$ cat src/rtl/phase_freq_detector_if.sv
// Reference/feedback levels in, signed phase error with strobe and lock flag out.
interface phase_freq_detector_if #(
   parameter int ERROR_WIDTH = 8
);
   logic                          ref_i;
   logic                          fb_i;
   logic signed [ERROR_WIDTH-1:0] error_o;
   logic                          valid_o;
   logic                          lock_o;

   modport master (
      output ref_i,
      output fb_i,
      input  error_o,
      input  valid_o,
      input  lock_o
   );

   modport slave (
      input  ref_i,
      input  fb_i,
      output error_o,
      output valid_o,
      output lock_o
   );
endinterface

$ cat src/rtl/phase_freq_detector.sv
// Counter-based phase/frequency detector: measures cycles between ref and fb rising
// edges, emits a saturated signed error per measurement and tracks loop lock.
//
// state    | meaning
// IDLE     | no measurement open, waiting for a leading edge
// REF_LEAD | ref rose first, counting until fb rises (positive error)
// FB_LEAD  | fb rose first, counting until ref rises (negative error)
module phase_freq_detector #(
   parameter int ERROR_WIDTH = 8,
   parameter int COUNT_WIDTH = 10,
   parameter int LOCK_TOL    = 2,
   parameter int LOCK_COUNT  = 16
) (
   input  logic                 gen_clk_i,
   input  logic                 reset_i,
   phase_freq_detector_if.slave pfd
);
   localparam logic [1:0] IDLE     = 2'd0;
   localparam logic [1:0] REF_LEAD = 2'd1;
   localparam logic [1:0] FB_LEAD  = 2'd2;

   localparam int MW  = (COUNT_WIDTH + 1 > ERROR_WIDTH) ? COUNT_WIDTH + 1 : ERROR_WIDTH;
   localparam int LCW = $clog2(LOCK_COUNT + 1);
   localparam logic [MW-1:0]          MAX_M   = MW'((2 ** (ERROR_WIDTH - 1)) - 1);
   localparam logic [MW-1:0]          TOL_M   = MW'(LOCK_TOL);
   localparam logic [COUNT_WIDTH-1:0] CNT_MAX = '1;
   localparam logic [LCW-1:0]         LOCK_N  = LCW'(LOCK_COUNT);

   logic                          ref_q, fb_q;
   logic                          ref_edge, fb_edge;
   logic [1:0]                    state_q, state_d;
   logic [COUNT_WIDTH-1:0]        cnt_q, cnt_d;
   logic                          ev_d, neg_d;
   logic [MW-1:0]                 mag_d, mag_sat;
   logic signed [ERROR_WIDTH-1:0] mag_e, err_d;
   logic                          in_tol;
   logic signed [ERROR_WIDTH-1:0] error_q;
   logic                          valid_q, lock_q;
   logic [LCW-1:0]                lock_cnt_q, lock_inc;

   assign ref_edge = pfd.ref_i & ~ref_q;
   assign fb_edge  = pfd.fb_i & ~fb_q;

   always_comb begin
      state_d = state_q;
      cnt_d   = cnt_q;
      ev_d    = 1'b0;
      neg_d   = 1'b0;
      mag_d   = MW'(cnt_q) + MW'(1);
      case (state_q)
         IDLE: begin
            if (ref_edge && fb_edge) begin
               ev_d  = 1'b1;
               mag_d = '0;
            end else if (ref_edge) begin
               state_d = REF_LEAD;
               cnt_d   = '0;
            end else if (fb_edge) begin
               state_d = FB_LEAD;
               cnt_d   = '0;
            end
         end
         REF_LEAD: begin
            if (fb_edge) begin
               ev_d    = 1'b1;
               cnt_d   = '0;
               state_d = ref_edge ? REF_LEAD : IDLE;
            end else if (ref_edge) begin
               ev_d  = 1'b1;
               mag_d = MAX_M;
               cnt_d = '0;
            end else if (cnt_q == CNT_MAX) begin
               ev_d    = 1'b1;
               mag_d   = MAX_M;
               cnt_d   = '0;
               state_d = IDLE;
            end else begin
               cnt_d = cnt_q + 1'b1;
            end
         end
         FB_LEAD: begin
            neg_d = 1'b1;
            if (ref_edge) begin
               ev_d    = 1'b1;
               cnt_d   = '0;
               state_d = fb_edge ? FB_LEAD : IDLE;
            end else if (fb_edge) begin
               ev_d  = 1'b1;
               mag_d = MAX_M;
               cnt_d = '0;
            end else if (cnt_q == CNT_MAX) begin
               ev_d    = 1'b1;
               mag_d   = MAX_M;
               cnt_d   = '0;
               state_d = IDLE;
            end else begin
               cnt_d = cnt_q + 1'b1;
            end
         end
         default: begin
            state_d = IDLE;
            cnt_d   = '0;
         end
      endcase
   end

   // Saturating to +/-MAX keeps the most negative code out of the loop filter.
   assign mag_sat  = (mag_d > MAX_M) ? MAX_M : mag_d;
   assign mag_e    = $signed(ERROR_WIDTH'(mag_sat));
   assign err_d    = neg_d ? -mag_e : mag_e;
   assign in_tol   = (mag_sat <= TOL_M);
   assign lock_inc = (lock_cnt_q == LOCK_N) ? lock_cnt_q : lock_cnt_q + 1'b1;

   always_ff @(posedge gen_clk_i) begin
      ref_q <= pfd.ref_i;
      fb_q  <= pfd.fb_i;
      if (reset_i) begin
         state_q    <= IDLE;
         cnt_q      <= '0;
         error_q    <= '0;
         valid_q    <= 1'b0;
         lock_q     <= 1'b0;
         lock_cnt_q <= '0;
      end else begin
         state_q <= state_d;
         cnt_q   <= cnt_d;
         valid_q <= ev_d;
         if (ev_d) begin
            error_q <= err_d;
            if (in_tol) begin
               lock_cnt_q <= lock_inc;
               lock_q     <= (lock_inc == LOCK_N);
            end else begin
               lock_cnt_q <= '0;
               lock_q     <= 1'b0;
            end
         end
      end
   end

   assign pfd.error_o = error_q;
   assign pfd.valid_o = valid_q;
   assign pfd.lock_o  = lock_q;
endmodule
$ cat src/flat_wrapper.sv
// flat-port wrapper written by rule: the top's interface ports become plain ports
module phase_freq_detector_flat 
#(
   parameter int ERROR_WIDTH = 8,
   parameter int COUNT_WIDTH = 10,
   parameter int LOCK_TOL    = 2,
   parameter int LOCK_COUNT  = 16
)
  (gen_clk_i, reset_i, pfd_ref_i, pfd_fb_i, pfd_error_o, pfd_valid_o, pfd_lock_o);
  phase_freq_detector_if #(.ERROR_WIDTH(ERROR_WIDTH)) pfd_i ();
  input  logic gen_clk_i;
  input  logic reset_i;
  input wire logic [$bits(pfd_i.ref_i)-1:0] pfd_ref_i;
  input wire logic [$bits(pfd_i.fb_i)-1:0] pfd_fb_i;
  output wire logic [$bits(pfd_i.error_o)-1:0] pfd_error_o;
  output wire logic [$bits(pfd_i.valid_o)-1:0] pfd_valid_o;
  output wire logic [$bits(pfd_i.lock_o)-1:0] pfd_lock_o;
  assign pfd_i.ref_i = pfd_ref_i;
  assign pfd_i.fb_i = pfd_fb_i;
  assign pfd_error_o = pfd_i.error_o;
  assign pfd_valid_o = pfd_i.valid_o;
  assign pfd_lock_o = pfd_i.lock_o;
  phase_freq_detector #(.ERROR_WIDTH(ERROR_WIDTH), .COUNT_WIDTH(COUNT_WIDTH), .LOCK_TOL(LOCK_TOL), .LOCK_COUNT(LOCK_COUNT)) u_core (.gen_clk_i(gen_clk_i), .reset_i(reset_i), .pfd(pfd_i));
endmodule
$ cat config.mk
export PLATFORM = sky130hd
export DESIGN_NAME = phase_freq_detector_flat
export DESIGN_NICKNAME = d
export VERILOG_FILES = /design/src/rtl/phase_freq_detector_if.sv /design/src/rtl/phase_freq_detector.sv /design/src/flat_wrapper.sv
export SDC_FILE = /design/constraint.sdc
export NUM_CORES = 1
export LEC_CHECK = 0
export CAP_MARGIN = 20
export CORE_MARGIN = 3
export CORE_UTILIZATION = 45
export DETAILED_ROUTE_END_ITERATION = 12
export DONT_BUFFER_PORTS = 1
export GPL_ROUTABILITY_DRIVEN = 0
export PLACE_DENSITY = 0.72
export SYNTH_ARGS = -nofsm -noshare
export SYNTH_HDL_FRONTEND = slang
export SYNTH_SLANG_ARGS = --single-unit
$ cat constraint.sdc
create_clock -name gen_clk_i -period 2.8 [get_ports gen_clk_i]
set_clock_uncertainty 0.15 [all_clocks]
set_input_delay 0.28 -clock gen_clk_i [delete_from_list [all_inputs] [get_ports gen_clk_i]]
set_output_delay 0.28 -clock gen_clk_i [all_outputs]
set_load 0.05 [all_outputs]
Yosys cells after proc, flatten, opt, wreduce, memory -nomap -nowiden:

Index checks and enable logic that the tools add are counted.

* output and inout bits: 10
* bits of input ports: 4
* flip-flop bits (word level): 29

* order comparisons: 2
* equal/unequal tests: 9
* bitwise gates (word level): 4
* add/sub/neg operators: 4
* reduce and logical (&&, ||, !) cells: 4
* mux-type cells: 40

Operators by type and width (number)
* $mux 10: 8
* $mux 11: 7
* $pmux 11 s3: 1
* $pmux 10 s3: 1
* $mux 2: 9
* $add 10x1->11 const B: 1
* $gt 11x7->1 const B: 1
* $le 11x2->1 const B: 1
* $add 10x1->10 const B: 1
* $eq 10x10->1 const B: 1
* $eq 5x5->1 const B: 2
* $mux 5: 2
* $mux 1: 9
* $mux 8: 1
* $neg 8->8: 1
* $pmux 2 s3: 1
* $add 5x1->5 const B: 1
* $reduce_and 4->1: 1
* $ne 3x1->1 const B: 1
* $ne 3x2->1 const B: 1
* $ne 3x3->1 const B: 1
* $pmux 1 s3: 1
* $and 1x1->1: 2
* $eq 2x1->1 const B: 1
* other kinds (6): 7

Longest topological paths before layout:

Gate-level depths: netlist (run 1).

* depth after elaboration: 9
* depth in mapped cells: 13
* mapped depth without buffers: 12

Worst setup path after synthesis (run 1):

OpenSTA, ideal clock, no wires.

* path type: reg2reg
* start: register u_core.state_q[1]
* end: register u_core.error_q[4], in the netlist u_core.pfd.error_o[4]
* setup slack: -0.048 ns
* buffers on the path: 1
* arrival time: 2.635 ns
* setup time: 0.063 ns
* cell stages (with the launch flop): 12
* cell sequence: dfxtp_1 -> inv_1 -> ha_1 -> clkbuf_1 -> a22oi_1 -> nor3_1 -> or4_1 -> nor2_1 -> ha_1 -> nand4_1 -> a2111o_1 -> nand3_1

* cells in the longest elaborated chain, start to end: 6
* elaborated cells between the ends (all ways): 10
* classes of those cells: add/sub (1); order compare (1); eq/ne (2); mux (5); reduce/logical (1)

RTL lines
* start, declared: line phase_freq_detector.sv:31 `logic [1:0] state_q, state_d;`
* start signal, assigned: line phase_freq_detector.sv:125 `state_q <= state_d;`
* $eq 2x2->1, or another cell as far along: line phase_freq_detector.sv:50 `case (state_q)`
* $pmux 11 s3: line phase_freq_detector.sv:50
* $gt 11x7->1: line phase_freq_detector.sv:108 `assign mag_sat = (mag_d > MAX_M) ? MAX_M : mag_d;`
* $mux 11: line phase_freq_detector.sv:108
* $neg 8->8: line phase_freq_detector.sv:110 `assign err_d = neg_d ? -mag_e : mag_e;`
* $mux 8: line phase_freq_detector.sv:110
* end signal, assigned: line phase_freq_detector.sv:129 `error_q <= err_d;`
* end, declared: line phase_freq_detector.sv:37 `logic signed [ERROR_WIDTH-1:0] error_q;`

Parallel ways exist; a longest one is shown, timed or not.
A chain may end at the register's enable or synchronous reset.

Worst setup path in the final report (run 1):

* start: register u_core.cnt_q[0]
* end: register u_core.lock_cnt_q[3]

* cells in the longest elaborated chain, start to end: 9
* elaborated cells between the ends (all ways): 19
* classes of those cells: add/sub (1); order compare (2); eq/ne (1); mux (15)

RTL lines
* start, declared: line phase_freq_detector.sv:32 `logic [COUNT_WIDTH-1:0] cnt_q, cnt_d;`
* start signal, assigned: line phase_freq_detector.sv:126 `cnt_q <= cnt_d;`
* $add 10x1->11 / $eq 10x10->1 (equally long branches): line phase_freq_detector.sv:49, phase_freq_detector.sv:72, phase_freq_detector.sv:91
* $mux 11: line phase_freq_detector.sv:72, phase_freq_detector.sv:91
* $mux 11 (on tied branches): line phase_freq_detector.sv:87, phase_freq_detector.sv:68
* $mux 11 (on tied branches): line phase_freq_detector.sv:83, phase_freq_detector.sv:64
* $pmux 11 s3: line phase_freq_detector.sv:50
* $gt 11x7->1: line phase_freq_detector.sv:108
* $mux 11: line phase_freq_detector.sv:108
* $le 11x2->1: line phase_freq_detector.sv:111 `assign in_tol = (mag_sat <= TOL_M);`
* $mux 5: line phase_freq_detector.sv:130 `if (in_tol) begin`
* end signal, assigned: line phase_freq_detector.sv:131 `lock_cnt_q <= lock_inc;`
* end, declared: line phase_freq_detector.sv:39 `logic [LCW-1:0] lock_cnt_q, lock_inc;`

Parallel ways exist; a longest one is shown, timed or not.

==> impl_results.md, run 1 <==
- Power per cell area: between 400 and 500 mW/mm2
- Class of the tightest hold or removal check: in2reg
- Clock-pin slew of the registers on the worst-case setup and hold paths: around 0.070 ns
- Number of cells on the worst reg-to-reg path: 10
- Share of flip-flops with an asynchronous set or reset: 0%
- Placed instance area: ~0.0024 mm2
- Sw Ratio: 27.5%
- Overall Global Routing Usage: 20.8%
- Row Count: 24
- Status: finished, final reports clean
- Register bit total from synthesis: 29
- Power dissipated by switching net loads: approximately 330 uW
- Net count after synthesis: between 200 and 300
- Max Cap Viol: 0
- Category of the most critical setup path: reg2reg
- Register area share after synthesis: between 20% and 30%
- Clock tree from TritonCTS: done
- Crit. path cell count: 10
- Count of yosys warnings during synthesis: 0
- Number of vias in the routed layout: 2188
- Routed vias/inst: around 6.1
- Detail Route met3 WL: roughly 320 um
- Most used flip-flop cell after synthesis: dfxtp_1
- Power share of the sequential group: a little under two fifths
- Final WS setup: about 0.092 ns
- Maximum cell stage delay along the critical path: 0.37 ns
- Cell class contributing the biggest share of worst-path delay: compound AO/OA/AOI/OAI gates
- Post-route clock period utilization: a little over nine tenths
- Pre-CTS worst setup slack: -0.0666 ns
- Initial antenna violation count: 0
- Routed met2 length: 2580 um
- Post-detailed-placement half-perimeter wirelength: between 3000 and 4000 um
- Slowest cell on the critical path: dfxtp_4
- Leakage dissipation: 0.00104 uW
- Share of total power in the clock network: a little over two fifths
- Wl on met1: roughly 2500 um
- Vias in the first global route: roughly 2000
- I/O Buffers: 0
- Pin count of the biggest net entering global routing: 20
- Count of final hold-check violations: 0
- Initial Util: between 40% and 50%
- Share of post-route cells with drive strength above 1: 27.5%
- H-Tree Level Count: 2
- Maximum vdd ir drop: 297 uV
- Total standard cell area after synthesis: between 0.002 and 0.0025 mm2
- Boundary Pins: 14
- Endpoint type of the worst setup path: register
- Final std cell area, no fill: between 0.002 and 0.003 mm2
- Number of routed nets with antenna violations: 0
- Number of flops mapped to enable cells by yosys: 0
- Mapped Cells: around 270
- Total negative setup slack: 0 ns
- Combinational fraction of design power: approximately a fifth
- Clock Tree Root: clkbuf_8
- Clock period minus worst slack: between 2 and 3 ns
- Required time reported for the critical path endpoint: ~2.8 ns
- Synthesized area divided by synthesized cell count: 7.74 um2
- Maximum clock insertion buffer count: 2
- Min Hold Slack: ~0.024 ns
- Arr. time, crit path: ~2.8 ns
- Worst slew pin tran: approximately 0.76 ns
- Routed length per instance: approximately 15 um
- Length of the first detailed-routing pass in iterations: 4
- Endpoints failing setup: 0
- Worst hold path depth: 2
- Number of nets in the final layout: between 300 and 400
- Top sig layer: met4
- Library cells used by synthesis: 57
- Highest net fanout along the worst path: 6
- Height of the die: around 74 um
- Internal cell power: 881 uW
- Max-slew headroom: about half
- Kind of launch point of the worst setup path: register
- Global-route wire length before repair: around 9000 um
- ANT cells: 0
- Drt total wl: ~5500 um
- Fin. max-slew vios: 0
- Overall overflow remaining after global route: 0
- Clock Sinks: 29
- DRC violation total after the first TritonRoute iteration: ~170
- Area growth from synthesis to layout: 27.0%
- Detailed-route DRC error count: 0
- F_max: roughly 370 MHz
- Number of buffers and inverters on the critical path: 1
- Post-layout util: approximately three fifths
- Skew-Pair Late Insertion Delay: approximately 0.29 ns
- Die outline area: approximately 0.0055 mm2
- Floorplan die width: ~74 um
- Critical path, cell by cell: and3_4 -> and3_4 -> mux2_4 -> o31a_1 -> nor2_2 -> inv_1 -> ha_1 -> o211a_4 -> and3_1 -> a22o_1
- Dominant cell type by count on the critical path: and3_4
- Area of the core: between 0.004 and 0.005 mm2
- Number of buffers inserted during clock tree synthesis: 5
-- stage by stage --
| stage | std cells | power (uW) |
|---|---|---|
| 2_1_floorplan | 272 | 598 |
| 3_3_place_gp | 347 | 667 |
| 3_5_place_dp | 347 | 669 |
| 4_1_cts | 358 | 1210 |
| 5_1_grt | 361 | 1270 |
| 6_report | 361 | 1210 |
-- flip-flops by register name, indices dropped and copies added (netlist names) --
signal and cells:
u_core.cnt_q 10, u_core.fb_q 1, u_core.lock_cnt_q 5, u_core.pfd.error_o 8, u_core.pfd.lock_o 1, u_core.pfd.valid_o 1, u_core.ref_q 1, u_core.state_q 2
-- power by group through the flow --
stage                     Clock [uW]  Sequential, uW  Combinational, uW
after floorplan                    0             455                143
after global placement             0             457                211
after detailed placement           0             457                212
after CTS                        536             448                222
after global routing             558             448                259
final                            532             447                236
-- logic make-up (layout without fill, tap and decap cells) --
group | Yosys count | after routing | synth area share (%)
adders and majority gates | 9 | 9 | 5.35
AOI/OAI and AO/OA | 81 | 81 | 26.8
buffers and inverters | 28 | 65 | 5.94
xor gates and xnor gates | 8 | 8 | 3.33
muxes | 1 | 1 | 0.713
DFF | 29 | 29 | 27.6
and+or+nand+nor | 116 | 116 | 30.3
-- Yosys cell counts, drive strengths merged (5+ instances only) --
master	number	area share [%]
inv	10	1.8
ha	9	5.3
clkbuf	11	2.0
nand4	7	2.1
dfxtp	29	28
a21oi	23	5.6
and3	10	3.2
o21ai	17	4.0
nor3	16	3.8
nand3	14	3.9
o211ai	5	1.8
nor2	22	3.9
buf	7	2.2
a22oi	6	2.1
nand2	18	3.2
nand2b	5	1.5
-- cell usage in the layout, fill, tap and decap left out, types with 3 or more instances in the layout --
cell,instances
o21ai_0,15
nor3_1,14
dfxtp_1,24
nand2_1,18
ha_1,5
a31oi_1,3
clkbuf_8,5
xnor2_1,4
nand3_1,13
nor3b_1,4
o211ai_1,5
nor2b_1,4
nand4_1,7
nor2_1,20
a32oi_1,3
or2_2,3
xor2_1,4
a22oi_1,5
dlygate4sd3_1,3
a21oi_1,21
inv_1,9
nand2b_1,5
buf_4,43
o31ai_1,3
and3_1,8
a211oi_1,3
dfxtp_2,3
-- layout make-up --
| type | instances | area [um2] |
|---|---|---|
| clock buffers | 5 | 68.8 |
| flip-flops and latches | 29 | 592 |
| repair buffers | 47 | 364 |
| multi-input cells | 215 | 1480 |
| fillers | 368 | 1770 |
| clock inverters | 3 | 65.1 |
| inverters | 10 | 37.5 |
| well taps | 52 | 65.1 |
-- worst register-to-register path: cells and delay by family, from the launching register on --
kind	cells	cell delay, ns
DFF	1	0.37
muxes	1	0.32
AOI/OAI and AO/OA	3	0.83
and+or+nand+nor	4	0.71
adders and majority gates	1	0.19
buffers and inverters	1	0.05
-- per-layer routing --
layer,GRT usage [%],vias to the layer above
met2,34.3,74
met5,0,-
met4,7.31,0
met1,26.8,1021
li1,-,1079
met3,4.32,14
-- timing repair --
| action | 4_1_cts | 5_1_grt |
|---|---|---|
| hold buffers | 3 | 0 |
| endpoints found under the hold margin | 21 | 0 |
| setup buffers | 0 | 3 |
| resized for setup | 3 | 22 |
| setup endpoints to repair | 3 | 12 |
| pin swaps | 0 | 3 |
-- path summary, 6_finish.rpt --
check / from / endpoint / slack [ns]
max: u_core.cnt_q[0]$_SDFFE_PP0P_ / u_core.lock_cnt_q[3]$_SDFFE_PP0P_ / 0.09
min: reset_i / u_core.pfd.error_o[4]$_SDFFE_PP0P_ / 0.02
max reg2reg: u_core.cnt_q[0]$_SDFFE_PP0P_ / u_core.lock_cnt_q[3]$_SDFFE_PP0P_ / 0.09
min reg2reg: u_core.lock_cnt_q[4]$_SDFFE_PP0P_ / u_core.lock_cnt_q[4]$_SDFFE_PP0P_ / 0.35
Note: power is estimated with default switching activity, not from simulation.
==> run 2, diff against run 1 <==
--- a/config.mk
+++ b/config.mk
@@ -6,7 +6,7 @@
 export NUM_CORES = 1
 export LEC_CHECK = 0
 export CAP_MARGIN = 20
-export CORE_MARGIN = 3
+export CORE_MARGIN = 8
 export CORE_UTILIZATION = 45
 export DETAILED_ROUTE_END_ITERATION = 12
 export DONT_BUFFER_PORTS = 1
==> impl_results.md, run 2 (synthesized netlist as in run 1, its figures left out) <==
- Endpoints failing setup: 0 (unchanged)
- Sequential cell area: 599 um2 (+1.3%)
- Share of post-route cells with drive strength above 1: 30.5% (+3.0 points)
- Leakage dissipation: 0.00108 uW (+3.7%)
- Leading cell type in the layout, fill and taps excluded: buf_4
- Boundary Pins: 14 (unchanged)
- Initial Util: 45.5% (-1.9 points)
- Multi-input combinational cell area: 0.00152 mm2 (+2.5%)
- Length of the first detailed-routing pass in iterations: 5 (+1)
- Row Count: 25 (+4.2%)
- Max-slew headroom: 44.6% (-4.9 points)
- Routed vias/inst: 6.05 (-0.25%)
- Global-route wire length before repair: 9630 um (+6.8%)
- Total negative setup slack: 0 ns (unchanged)
- Floorplan die width: 84.4 um (+13%)
- Clock Tree Root: clkbuf_8
- Cells after DPL: 353 (+1.7%)
- Area growth from synthesis to layout: 31.6%
- Most used cells in the layout excluding fill and tap cells: buf_4, dfxtp_1, a21oi_1
- Overall overflow remaining after global route: 0 (unchanged)
- Routed length per instance: 15.9 um (+4.8%)
- Maximum cell stage delay along the critical path: 0.37 ns (about the same)
- Clock Sinks: 29 (unchanged)
- Arr. time, crit path: 2.80 ns (+0.05 ns)
- Area of the core: 0.00463 mm2 (+4.2%)
- Post-layout util: 59.8% (-0.33 points)
- Overall Global Routing Usage: 16.3% (-4.5 points)
- Worst slew pin tran: 0.829 ns (+0.0734 ns)
- Kind of launch point of the worst setup path: register
- I/O Buffers: 0 (unchanged)
- Die outline area: 0.00712 mm2 (+29%)
- ANT cells: 0 (unchanged)
- Class of the tightest hold or removal check: in2reg
- # fillers: 379 (+3.0%)
- Number of buffers inserted during clock tree synthesis: 5 (unchanged)
- Detailed-route DRC error count: 0 (unchanged)
- Non-filler cells in the finished layout: 369 (+2.2%)
- DRC violation total after the first TritonRoute iteration: 123 (-29%)
- H-Tree Level Count: 2 (unchanged)
- Highest net fanout along the worst path: 7 (+1)
- Max FFs per register: 10 (unchanged)
- Number of nets in the final layout: 327 (+1.9%)
- Initial antenna violation count: 0 (unchanged)
- Pin count of the biggest net entering global routing: 20 (unchanged)
- Skew-Pair Late Insertion Delay: 0.28 ns (about the same)
- Count of final hold-check violations: 0 (unchanged)
- F_max: 361 MHz (-2.1%)
- Required time reported for the critical path endpoint: 2.84 ns (about the same)
- Clock tree from TritonCTS: done
- Maximum vdd ir drop: 190 uV (-36%)
- Height of the die: 84.4 um (+13%)
- Register with the most flip-flops: u_core.cnt_q
- Number of vias in the routed layout: 2231 (+2.0%)
- Fin. max-slew vios: 0 (unchanged)
- Max Cap Viol: 0 (unchanged)
- Vias in the first global route: 2106 (+4.5%)
- Slowest cell on the critical path: dfxtp_4
- Maximum clock insertion buffer count: 2 (unchanged)
- Post-detailed-placement half-perimeter wirelength: 4120 um (+3.3%)
- Drt total wl: 5890 um (+7.1%)
- Clock period minus worst slack: 2.77 ns (+0.0588 ns)
- Status: finished, final reports clean
- Category of the most critical setup path: reg2reg
- Power per cell area: 443 mW/mm2 (-2.4%)
- Number of routed nets with antenna violations: 0 (unchanged)
- Critical path, cell by cell: inv_2 -> ha_4 -> or2_4 -> o31ai_2 -> o21ai_1 -> a21o_1 -> nor2_2 -> inv_1 -> ha_1 -> o211a_4 -> and3_1 -> a22o_1
- Endpoint type of the worst setup path: register
- Post-route clock period utilization: 98.8% (+2.1 points)
- Clock-pin slew of the registers on the worst-case setup and hold paths: 0.07 ns (about the same)
-- run 2: cell count changes in the layout (fill, tap and decap cells not counted), moves of 2 or more --
cell | previous run | this run
buf_4 | 43 | 48
ha_2 | 2 | 0
dfxtp_4 | 2 | 4
dfxtp_1 | 24 | 22
ha_4 | 2 | 4
inv_1 | 9 | 7
inv_2 | 1 | 3
-- run 2: layout make-up --
class,instances,share of cell area [%]
clock buffers,5,2.48
clock inverters,3,2.35
inverters,10,1.36
multi-input cells,215,54.8
flip-flops and latches,29,21.6
well taps,54,2.44
repair buffers,53,14.9
-- run 2: repair_timing --
item,in CTS,in global routing
hold buffers,3,0
gates resized for setup,6,32
buffers inserted,0,5
pin swaps,0,12
endpoints found under the setup margin,4,10
hold endpoints to repair,21,0
-- run 2: power by group --
| part | internal, uW | total [uW] | switching, uW | leakage (uW) |
|---|---|---|---|---|
| clock | 353 | 524 | 171 | 0.0000681 |
| combinational | 118 | 256 | 138 | 0.000771 |
| sequential | 420 | 448 | 27.7 | 0.000240 |
-- run 2: metrics by stage --
step / worst slack, ns / hold slack (ns) / power [uW] / instance area (um2)
floorplan: 0.00804 / 0.158 / 598 / 2110
global placement: -0.0132 / 0.158 / 671 / 2430
detailed placement: -0.0845 / 0.158 / 675 / 2430
CTS: 0.0151 / 0.0318 / 1210 / 2620
global route: -0.0916 / 0.0585 / 1280 / 2770
finish: 0.0330 / 0.0378 / 1230 / 2770
-- run 2: worst paths after layout --
| path | start | end | slack [ns] | cells past startpoint |
|---|---|---|---|---|
| setup / recovery | u_core.state_q[0]$_SDFFE_PP0P_ | u_core.lock_cnt_q[3]$_SDFFE_PP0P_ | 0.03 | 12 |
| hold / removal | reset_i | u_core.pfd.error_o[4]$_SDFFE_PP0P_ | 0.04 | 2 |
| setup reg to reg | u_core.state_q[0]$_SDFFE_PP0P_ | u_core.lock_cnt_q[3]$_SDFFE_PP0P_ | 0.03 | 12 |
| hold reg to reg | u_core.lock_cnt_q[4]$_SDFFE_PP0P_ | u_core.lock_cnt_q[4]$_SDFFE_PP0P_ | 0.36 | 2 |
-- run 2: per-layer routing --
layer | track usage [%] | part of all wire (%) | vias up
met5 | 0 | 0 | -
met4 | 6.31 | 2.6 | 0
met3 | 3.41 | 6.0 | 17
met2 | 28.2 | 47 | 80
met1 | 19.1 | 44 | 1036
li1 | - | - | 1098
-- run 2: worst max-delay path: cells and delay by family, from the launching register on --
kind,cells,cell delay [ns]
simple gates,3,0.57
buf+inv,2,0.11
flops,1,0.37
compound gates,5,1.11
fa+ha+maj,2,0.36
